--- config.mk ---
export PLATFORM = sky130hd
export DESIGN_NAME = sevenseg_count_display_flat
export DESIGN_NICKNAME = d
export VERILOG_FILES = /design/src/rtl/sevenseg_pkg.sv /design/src/rtl/sevenseg_if.sv /design/src/rtl/bin16_to_bcd.sv /design/src/rtl/sevenseg_count_display.sv /design/src/flat_wrapper.sv
export SDC_FILE = /design/constraint.sdc
export NUM_CORES = 1
export LEC_CHECK = 0
export ABC_AREA = 1
export BUFFER_PORTS_ARGS = -buffer_cell sky130_fd_sc_hd__buf_2
export CAP_MARGIN = 10
export CORE_UTILIZATION = 25
export CTS_CLUSTER_SIZE = 16
export DETAILED_ROUTE_END_ITERATION = 16
export SKIP_LAST_GASP = 1
export SYNTH_ARGS = -nofsm -noshare
export SYNTH_HDL_FRONTEND = slang
export SYNTH_HIERARCHICAL = 1
export SYNTH_SLANG_ARGS = --single-unit
--- constraint.sdc ---
create_clock -name clk -period 2.9 [get_ports clk]
set_input_delay 0.29 -clock clk [delete_from_list [all_inputs] [get_ports clk]]
set_output_delay 0.29 -clock clk [all_outputs]
set_load 0.03 [all_outputs]
--- src/rtl/sevenseg_pkg.sv ---
// sevenseg_pkg: shared FSM states, segment constants and the hex-to-segment font.
package sevenseg_pkg;
  typedef enum logic [1:0] {IDLE, CONV, DONE} state_t;
  localparam int BIN_W = 16;
  localparam int BCD_W = 20;
  localparam logic [6:0] SEG_BLANK = 7'b1111111;
  localparam logic [6:0] SEG_DASH = 7'b0111111;
  // Segments {g,f,e,d,c,b,a}, active-low.
  function automatic logic [6:0] hex_to_seg(input logic [3:0] h);
    case (h)
      4'h0: hex_to_seg = 7'b1000000;
      4'h1: hex_to_seg = 7'b1111001;
      4'h2: hex_to_seg = 7'b0100100;
      4'h3: hex_to_seg = 7'b0110000;
      4'h4: hex_to_seg = 7'b0011001;
      4'h5: hex_to_seg = 7'b0010010;
      4'h6: hex_to_seg = 7'b0000010;
      4'h7: hex_to_seg = 7'b1111000;
      4'h8: hex_to_seg = 7'b0000000;
      4'h9: hex_to_seg = 7'b0010000;
      4'hA: hex_to_seg = 7'b0001000;
      4'hB: hex_to_seg = 7'b0000011;
      4'hC: hex_to_seg = 7'b1000110;
      4'hD: hex_to_seg = 7'b0100001;
      4'hE: hex_to_seg = 7'b0000110;
      default: hex_to_seg = 7'b0001110;
    endcase
  endfunction
endpackage

--- src/rtl/sevenseg_if.sv ---
// sevenseg_if: valid/ready channel carrying the count into the display block.
interface sevenseg_if;
  logic [15:0] value;
  logic value_valid;
  logic value_ready;
  modport master(output value, value_valid, input value_ready);
  modport slave(input value, value_valid, output value_ready);
endinterface

--- src/rtl/bin16_to_bcd.sv ---
// bin16_to_bcd: sequential double-dabble, one shift per cycle for 16 cycles after start.
module bin16_to_bcd
  import sevenseg_pkg::*;
(
  input  logic             clk,
  input  logic             rst,
  input  logic             start_i,
  input  logic [BIN_W-1:0] bin_i,
  output logic             busy_o,
  output logic             done_o,
  output logic [BCD_W-1:0] bcd_o
);
  logic [BIN_W-1:0] sh_q;
  logic [BCD_W-1:0] bcd_q;
  logic [BCD_W-1:0] adj;
  logic [4:0] cnt_q;
  always_comb begin
    adj = bcd_q;
    for (int k = 0; k < BCD_W / 4; k++)
      adj[4*k+:4] = bcd_q[4*k+:4] >= 4'd5 ? bcd_q[4*k+:4] + 4'd3 : bcd_q[4*k+:4];
  end
  always_ff @(posedge clk) begin
    if (rst) begin
      sh_q <= '0;
      bcd_q <= '0;
      cnt_q <= '0;
    end else if (start_i) begin
      sh_q <= bin_i;
      bcd_q <= '0;
      cnt_q <= 5'd16;
    end else if (busy_o) begin
      {bcd_q, sh_q} <= {adj, sh_q} << 1;
      cnt_q <= cnt_q - 5'd1;
    end
  end
  // done_o marks the cycle whose edge performs the final shift.
  assign busy_o = cnt_q != 5'd0;
  assign done_o = cnt_q == 5'd1;
  assign bcd_o = bcd_q;
endmodule

--- src/rtl/sevenseg_count_display.sv ---
// sevenseg_count_display: handshake capture, optional BCD conversion, atomic digit commit
// and multiplexed 4-digit scan with leading-zero blanking.
module sevenseg_count_display
  import sevenseg_pkg::*;
#(
  parameter int REFRESH_BITS = 18,
  parameter bit DECIMAL = 1'b0
) (
  input  logic             clk,
  input  logic             rst,
  sevenseg_if.slave        vif,
  input  logic             blank_lz,
  output logic [6:0]       seg,
  output logic             dp,
  output logic [3:0]       an
);
  state_t state_q;
  logic ready_q;
  logic [15:0] val_q;
  logic [3:0][3:0] dig_q;
  logic ovf_q;
  logic [REFRESH_BITS-1:0] ref_q;
  logic [3:0] an_q;
  logic [6:0] seg_q;
  logic accept;
  logic eng_busy;
  logic eng_done;
  logic [BCD_W-1:0] bcd;
  logic [1:0] idx;
  logic [3:0] cur;
  logic blank;
  assign accept = state_q == IDLE && ready_q && vif.value_valid;
  bin16_to_bcd u_bcd (
    .clk     (clk),
    .rst     (rst),
    .start_i (accept && DECIMAL),
    .bin_i   (vif.value),
    .busy_o  (eng_busy),
    .done_o  (eng_done),
    .bcd_o   (bcd)
  );
  always_ff @(posedge clk) begin
    if (rst) begin
      state_q <= IDLE;
      ready_q <= 1'b0;
      val_q <= '0;
      dig_q <= '0;
      ovf_q <= 1'b0;
    end else begin
      case (state_q)
        IDLE: begin
          ready_q <= !accept;
          if (accept) begin
            val_q <= vif.value;
            state_q <= DECIMAL ? CONV : DONE;
          end
        end
        CONV: if (eng_done || !eng_busy) state_q <= DONE;
        DONE: begin
          // All four digits change in one edge so the scan never shows a mixed value.
          dig_q <= DECIMAL ? bcd[15:0] : val_q;
          ovf_q <= DECIMAL && bcd[19:16] != 4'd0;
          state_q <= IDLE;
          ready_q <= 1'b1;
        end
        default: state_q <= IDLE;
      endcase
    end
  end
  assign idx = ref_q[REFRESH_BITS-1-:2];
  assign cur = dig_q[idx];
  assign blank = blank_lz && !ovf_q && idx != 2'd0 &&
                 (idx == 2'd3 ? dig_q[3] == 4'd0 :
                  idx == 2'd2 ? dig_q[3:2] == 8'd0 : dig_q[3:1] == 12'd0);
  always_ff @(posedge clk) begin
    if (rst) begin
      ref_q <= '0;
      an_q <= 4'b1111;
      seg_q <= SEG_BLANK;
    end else begin
      ref_q <= ref_q + 1'b1;
      an_q <= blank ? 4'b1111 : ~(4'b0001 << idx);
      seg_q <= blank ? SEG_BLANK : ovf_q ? SEG_DASH : hex_to_seg(cur);
    end
  end
  assign vif.value_ready = ready_q;
  assign seg = seg_q;
  assign an = an_q;
  assign dp = 1'b1;
endmodule

--- src/flat_wrapper.sv ---
// flat-port wrapper written by rule: the top's interface ports become plain ports
module sevenseg_count_display_flat import sevenseg_pkg::*;
#(
  parameter int REFRESH_BITS = 18,
  parameter bit DECIMAL = 1'b0
)
  (clk, rst, blank_lz, seg, dp, an, vif_value, vif_value_valid, vif_value_ready);
  sevenseg_if vif_i ();
  input  logic clk;
  input  logic rst;
  input  logic blank_lz;
  output logic [6:0] seg;
  output logic dp;
  output logic [3:0] an;
  input wire logic [$bits(vif_i.value)-1:0] vif_value;
  input wire logic [$bits(vif_i.value_valid)-1:0] vif_value_valid;
  output wire logic [$bits(vif_i.value_ready)-1:0] vif_value_ready;
  assign vif_i.value = vif_value;
  assign vif_i.value_valid = vif_value_valid;
  assign vif_value_ready = vif_i.value_ready;
  sevenseg_count_display #(.REFRESH_BITS(REFRESH_BITS), .DECIMAL(DECIMAL)) u_core (.clk(clk), .rst(rst), .vif(vif_i), .blank_lz(blank_lz), .seg(seg), .dp(dp), .an(an));
endmodule
==> out/results.txt, run 1 <==
Outcome - completed
Cell count after synthesis - 372
H-Tree Depth - 3
Full die area - 11760 um^2
Data required, critical path - 3090 ps
Max Fclk - 514.4 MHz
# DRC - 0
Final hold violations - 0
First-pass GRT wire length - 10340 um
Final setup TNS - 0 ps
Final ANT Viol Nets - 0
Period utilization - 0.6704
CTS Buf Count - 9
Total track usage - 0.1139
Clock latency on the worst-skew pair - 320 ps
Worst hold slack - 188.2 ps
Area Growth Syn to Fin - 19.57%
CTS tree - yes
Initial DRC Count - 163
Slew @ Worst Pin - 565.0 ps
Num ports - 33
Max-cap viol count - 0
CP Data Arrival Time - 2140 ps
Register bit total from synthesis - 63
Nets - 431
P per Cell Area - 607.7 nW/um^2
Setup CP Type - reg -> reg
Grt total ovfl - 0
# clock sinks - 63
Post-Syn Nets - 399
Max_slew headroom - 0.6228
Placement Cell Area - 3103 um^2
Layout Cells excl Fill - 549
Number of synthesized flops with an enable pin - 0
Core Box Area - 10940 um^2
Routed WL - 6013 um
Tot Pwr - 2.058 mW
Static leakage - 1.526 nW
Starting density of the core - 0.2590
Routed vias/inst - 4.359
Main synth FF type - dfxtp_1
Gpl congestion - 0.8781
Critical path endpoint category - register
Startpoint types - register
Final min period - 1944 ps
Dpl hpwl - 4440 um
Die Span X - 108.4 um
Clock Path Buffers - 2
Syn Std Cell Area - 2833 um^2
Post-CTS Setup Inserts - 0
Clock Skew - 4.499 ps
Vias in the first global route - 2281
Worst VDD drop - 419.6 uV
Die height - 108.4 um
Dpl cells - 533
Highest-count cells in the layout ignoring fill and taps - nand2_1, nor2_1, dfxtp_1, buf_2, nand3_1
Critical Path Fanout Max - 14
Post-CTS Resized - 0
FP Rows - 38
Post-synthesis cell type count - 32
CTS Hold Bufs - 0
Final setup fails - 0
YS warnings - 6
Root buffer cell - clkbuf_16
WL per Instance - 10.95 um
DRT Pass-1 Iters - 4
Initial antenna violation count - 0
Final Slew Violations - 0
Layout cells sized above 1 - 0.2054
Diodes inserted - 0
Via count - 2393
Clock transition at the registers of the reported paths - 50 ps
Synth async-reset ratio - 0
Synth Area per Inst - 7.615 um^2
Pin count of the biggest net entering global routing - 25
RSZ-0062 raised after global routing - false
Most common cell after layout, fill and taps aside - nand2_1
Hold WC Path Type - in -> reg
I/O Buffers - 31
Sequential cell area fraction in the yosys report - 0.4452
Cell area after layout - 3387 um^2
## stage by stage
step | setup slack (ps) | utilization
2_1_floorplan | 1361 | -
3_5_place_dp | 994.6 | 0.2838
3_3_place_gp | 1075 | 0.2838
4_1_cts | 967.2 | 0.3097
6_report | 955.8 | 0.3097
5_1_grt | 743.5 | 0.3097
## Yosys cell counts, types with 2 or more instances
cell type | number | area share
ha_1 | 7 | 0.031
nor2_4 | 2 | 0.0079
nor2_1 | 70 | 0.093
a22o_1 | 16 | 0.049
a211oi_1 | 2 | 0.0053
dfxtp_1 | 63 | 0.45
nand3_1 | 26 | 0.046
nand3_2 | 2 | 0.0071
clkbuf_1 | 4 | 0.0053
o21ai_0 | 23 | 0.041
inv_4 | 2 | 0.0044
nand4_1 | 5 | 0.011
inv_1 | 24 | 0.032
inv_2 | 5 | 0.0066
buf_4 | 4 | 0.011
a21oi_1 | 9 | 0.016
nand2_4 | 3 | 0.012
nand2_1 | 76 | 0.10
nand2_2 | 11 | 0.024
nor2_2 | 6 | 0.013
## layer usage
| metal | vias up | global-route usage | share of wire |
|---|---|---|---|
| met5 | - | 0 | 0 |
| met4 | 0 | 0.05985 | 0.017 |
| met3 | 6 | 0.03797 | 0.042 |
| met2 | 48 | 0.1695 | 0.44 |
| met1 | 1068 | 0.1449 | 0.50 |
| li1 | 1271 | - | - |
## registers in the layout (all words and copies together) (netlist names)
| name | flops |
|---|---|
| u_core/state_q | 1 |
| u_core/vif.value_ready | 1 |
| u_core/ref_q | 18 |
| u_core/dig_q | 16 |
| u_core/an | 4 |
| u_core/seg | 7 |
| u_core/val_q | 16 |
## report_power, final
group,switching (mW),internal [mW]
clock network,0.382,0.603
registers,0.0237,0.902
logic,0.0947,0.0533
total,0.501,1.56
## logic make-up (layout without fill, tap and decap cells)
group / count (synthesis) / in the layout / synth area share
compound gates: 53 / 53 / 0.1201
xor+xnor: 1 / 1 / 0.003092
fa+ha+maj: 7 / 7 / 0.03092
buf+inv: 41 / 78 / 0.06404
flops: 63 / 63 / 0.4452
other cells: 1 / 1 / 0.001324
simple gates: 206 / 206 / 0.3352
## critical path, cell delays in order, from the launching register on
cell     delay, ps
dfxtp_1        670
inv_2          160
nand2_1        140
nand2_1         70
nand2_1         60
nand3_1        120
ha_1           240
inv_1           70
nand3_1        100
nand3_1        100
nand3_1         70
## final timing paths
check / start / end / slack, ps / cells after the start
setup / recovery: u_core/ref_q[16] / u_core/seg[3] / 960 / 10
hold reg to reg: u_core/ref_q[0] / u_core/ref_q[0] / 460 / 1
hold / removal: vif_value[6] / u_core/val_q[6] / 190 / 2
setup reg to reg: u_core/ref_q[16] / u_core/seg[3] / 960 / 10
## layout make-up
cell class                      instances  area [um^2]
Clock buffer                           10        239.0
Clock inverter                          6        45.04
Fill cell                            1196         7548
Inverter                               31        121.4
Multi-Input combinational cell        268         1390
Sequential cell                        63         1261
Tap cell                              140        175.2
Timing Repair Buffer                   31        155.1
Power figures use the tool's default switching activity.
==> run 2: changes to the inputs <==
- clock period: 2.9 -> 1.8 ns (I/O delays scaled with it)
==> out/results.txt, run 2 (synthesized netlist as in run 1, its figures left out) <==
Critical Path Fanout Max - 13
First-pass GRT wire length - 10560 um
Final Slew Violations - 0
Total track usage - 0.1156
Final setup fails - 0
Clock transition at the registers of the reported paths - 60 ps
Vias in the first global route - 2267
Final setup TNS - 0 ps
Diodes inserted - 0
Gpl congestion - 0.8685
Num ports - 33
Worst VDD drop - 594.7 uV
Worst hold slack - 70.94 ps
Dpl hpwl - 4424 um
Critical path endpoint category - register
Routed vias/inst - 4.355
CTS Buf Count - 9
# DRC - 0
FP Rows - 38
Final Util - 0.3208
Most common cell after layout, fill and taps aside - nand2_1
Nets - 439
Starting density of the core - 0.2590
Clock Path Buffers - 2
Area Growth Syn to Fin - 23.85%
I/O Buffers - 31
Hold WC Path Type - in -> reg
Max-cap viol count - 0
Initial antenna violation count - 0
Startpoint types - register
WL per Instance - 10.85 um
Final hold violations - 0
DRT Pass-1 Iters - 4
Max reg flops - 18
# clock sinks - 63
Setup CP Type - reg -> reg
Full die area - 11760 um^2
Final min period - 1619 ps
Period utilization - 0.8992
Data required, critical path - 1990 ps
Post-CTS Resized - 0
Outcome - completed
Fin worst setup slack - 181.4 ps
Post-CTS Setup Inserts - 0
H-Tree Depth - 3
Final ANT Viol Nets - 0
Clock Skew - 9.221 ps
Clock latency on the worst-skew pair - 330 ps
RSZ-0062 raised after global routing - false
Largest regs - u_core/ref_q (18), u_core/dig_q (16), u_core/val_q (16)
Layout cells sized above 1 - 0.2230
Initial DRC Count - 172
CTS tree - yes
CTS Hold Bufs - 0
Die height - 108.4 um
Static leakage - 1.591 nW
Routed WL - 6044 um
Highest-count cells in the layout ignoring fill and taps - nand2_1, nor2_1, dfxtp_1, buf_2, nand3_1
Die Span X - 108.4 um
Via count - 2426
Max Fclk - 617.8 MHz
P per Cell Area - 1034 nW/um^2
Core Box Area - 10940 um^2
Setup WS pre-CTS - 114.6 ps
Grt total ovfl - 0
Register name with the most flops - u_core/ref_q
Pin count of the biggest net entering global routing - 18
Root buffer cell - clkbuf_16
CP Data Arrival Time - 1810 ps
==> run 2: layer usage <==
layer | track usage | routed length, um | vias up
met4 | 0.05116 | 89 | 0
met1 | 0.1495 | 3080 | 1086
met2 | 0.1745 | 2608 | 51
met3 | 0.03737 | 266 | 5
met5 | 0 | 0 | -
li1 | - | - | 1284
==> run 2: stage by stage <==
step	area [um^2]	power (mW)	instances
2_1_floorplan	2833	1.685	372
3_3_place_gp	3176	1.764	541
3_5_place_dp	3176	1.767	541
4_1_cts	3507	3.684	557
5_1_grt	3508	3.779	557
6_report	3508	3.626	557
==> run 2: final cells by class <==
| type | instances | area, um^2 |
|---|---|---|
| clock buffers | 10 | 239.0 |
| clock inverters | 6 | 92.59 |
| fillers | 1158 | 7427 |
| inverters | 31 | 121.4 |
| multi-input cells | 268 | 1390 |
| flip-flops and latches | 63 | 1262 |
| well taps | 140 | 175.2 |
| repair buffers | 39 | 227.7 |
==> run 2: worst max-delay path, stage by stage (launching register included) <==
cell and delay, ps:
dfxtp_1 370, buf_12 160, nor2_2 40, nand2_1 90, o21ai_2 80, nor2_4 160, inv_1 110, ha_1 230
nand3_1 90, nand2_1 60, nand2_1 50, nand3_1 60
==> run 2: power by group <==
part           internal, mW  switching (mW)
clock network          1.26           0.635
logic                0.0908           0.159
registers              1.45          0.0341
total                  2.80           0.827
==> run 2: worst paths after layout <==
path	start	to	slack, ps	cells after the start
worst max-delay path	u_core/ref_q[16]	u_core/seg[0]	180	11
worst min register to register	u_core/ref_q[0]	u_core/ref_q[0]	460	1
worst min-delay path	vif_value[8]	u_core/val_q[8]	70	2
worst max register to register	u_core/ref_q[16]	u_core/seg[0]	180	11
==> run 3: changes to the inputs <==
- CELL_PAD_IN_SITES_DETAIL_PLACEMENT: unset -> 0
- CELL_PAD_IN_SITES_GLOBAL_PLACEMENT: unset -> 1
- PLACE_DENSITY_LB_ADDON: unset -> 0.1
==> out/results.txt, run 3 (synthesized netlist as in run 1, its figures left out) <==
Grt total ovfl - 0
Max-cap viol count - 0
Most common cell after layout, fill and taps aside - nand2_1
Highest-count cells in the layout ignoring fill and taps - nand2_1, nor2_1, dfxtp_1, buf_2, nand3_1
Data required, critical path - 2020 ps
CP Data Arrival Time - 1860 ps
FP Rows - 38
Initial antenna violation count - 0
Hold WC Path Type - in -> reg
Worst Hold End - u_core/val_q[11]
Routed WL - 6973 um
P per Cell Area - 1066 nW/um^2
Sequential power share - 0.394
Vias in the first global route - 2360
DRT Pass-1 Iters - 4
CTS Buf Count - 9
Via count - 2413
Post-CTS Setup Inserts - 0
Most frequent CP cell - nand2_1
Period utilization - 0.9090
Post-CTS Resized - 0
Die Span X - 108.4 um
CTS tree - yes
Sw frac - 0.2289
First-pass GRT wire length - 11960 um
RSZ-0062 raised after global routing - false
Largest regs - u_core/ref_q (18), u_core/dig_q (16), u_core/val_q (16)
Clock Skew - 9.586 ps
Gate power share - 0.067
I/O Buffers - 31
WHS Path Cells - 2
Max reg flops - 18
R2R Setup Slk - 160 ps
H-Tree Depth - 3
Starting density of the core - 0.2590
Final min period - 1636 ps
Dpl hpwl - 5154 um
Worst min-delay path startpoint - vif_value[11]
Setup WS pre-CTS - 134.5 ps
Clock Path Buffers - 2
Critical path buffers and inverters - 2
Final setup TNS - 0 ps
# clock sinks - 63
Outcome - completed
Worst hold slack - 74.56 ps
Slowest cell on crit path - dfxtp_1
CTS Hold Bufs - 0
Critical path endpoint category - register
Gpl congestion - 0.7239
CP max stage delay - 330 ps
Nets - 441
Setup CP Type - reg -> reg
Static leakage - 1.613 nW
Clock transition at the registers of the reported paths - 60 ps
Routed vias/inst - 4.317
WL per Instance - 12.47 um
Initial DRC Count - 109
Internal power - 2.908 mW
Final setup fails - 0
Psw - 0.8631 mW
Worst VDD drop - 384.2 uV
Final ANT Viol Nets - 0
# DRC - 0
Root buffer cell - clkbuf_16
Reg2Reg Depth - 11
Max Fclk - 611.2 MHz
Clock latency on the worst-skew pair - 330 ps
Final hold violations - 0
Layout cells sized above 1 - 0.2243
Tot Pwr - 3.771 mW
Reg2reg end - u_core/seg[1]
Die height - 108.4 um
Critical Path Fanout Max - 11
Crit Reg-Reg Startpoint - u_core/ref_q[16]
Diodes inserted - 0
Crit-path leading delay family - simple AND/OR/NAND/NOR gates
Pin count of the biggest net entering global routing - 18
Register name with the most flops - u_core/ref_q
Final Util - 0.3235
Total track usage - 0.1338
CP Cell Sequence - buf_12 -> nand2_4 -> inv_2 -> nand2_1 -> nand2_1 -> nor2_2 -> ha_1 -> nand2_1 -> nor2_1 -> nor2_1 -> nand2_1
Clock power frac - 0.539
Final Slew Violations - 0
Core Box Area - 10940 um^2
Num ports - 33
Startpoint types - register
Full die area - 11760 um^2
Area Growth Syn to Fin - 24.87%
Fin worst setup slack - 163.8 ps
## run 3: cell types whose count changed in the layout (fill, tap and decap cells not counted), sizes merged
cell,before,now
buf,39,41
inv,32,33
clkinvlp,2,0
bufinv,2,3
## run 3: stage by stage
step | instances | area (um^2)
global route | 559 | 3537
finish | 559 | 3537
CTS | 559 | 3536
floorplan | 372 | 2833
detailed placement | 543 | 3191
global placement | 543 | 3191
## run 3: layer usage
layer / vias to the layer above / GRT usage / wire, um
li1: 1288 / - / -
met1: 1082 / 0.1840 / 3651
met2: 37 / 0.2007 / 3005
met3: 6 / 0.03134 / 235
met4: 0 / 0.05212 / 80
met5: - / 0 / 0
## run 3: final cells by class
| type | count | area (um^2) |
|---|---|---|
| fill | 1227 | 7398 |
| multi-input combinational | 268 | 1390 |
| sequential | 63 | 1262 |
| timing repair buffer | 41 | 242.7 |
| clock buffer | 10 | 229.0 |
| tap | 140 | 175.2 |
| inverter | 31 | 121.4 |
| clock inverter | 6 | 116.4 |
## run 3: worst max path at each step
stage                     cells after the start              from  slack, ps            end
final                                        11  u_core/ref_q[16]        160  u_core/seg[1]
after global routing                         11  u_core/ref_q[16]         30  u_core/seg[0]
after CTS                                     8  u_core/ref_q[17]        130  u_core/seg[1]
after global placement                        8  u_core/ref_q[17]        170  u_core/seg[1]
after detailed placement                     10  u_core/ref_q[17]        130  u_core/seg[5]
after floorplan                              11  u_core/ref_q[16]        260  u_core/seg[5]
## run 3: power groups by stage
stage / Sequential [mW] / Clock, mW / Combinational (mW)
after global routing: 1.49 / 2.15 / 0.288
after detailed placement: 1.52 / 0 / 0.256
final: 1.49 / 2.03 / 0.252
after floorplan: 1.54 / 0 / 0.145
after global placement: 1.52 / 0 / 0.255
after CTS: 1.49 / 2.10 / 0.257
## run 3: worst reg2reg max path: cells and delay by family, from the launching register on
kind | cells | cell delay (ps)
and+or+nand+nor | 8 | 760
DFF | 1 | 330
adders and majority gates | 1 | 270
buffers and inverters | 2 | 190
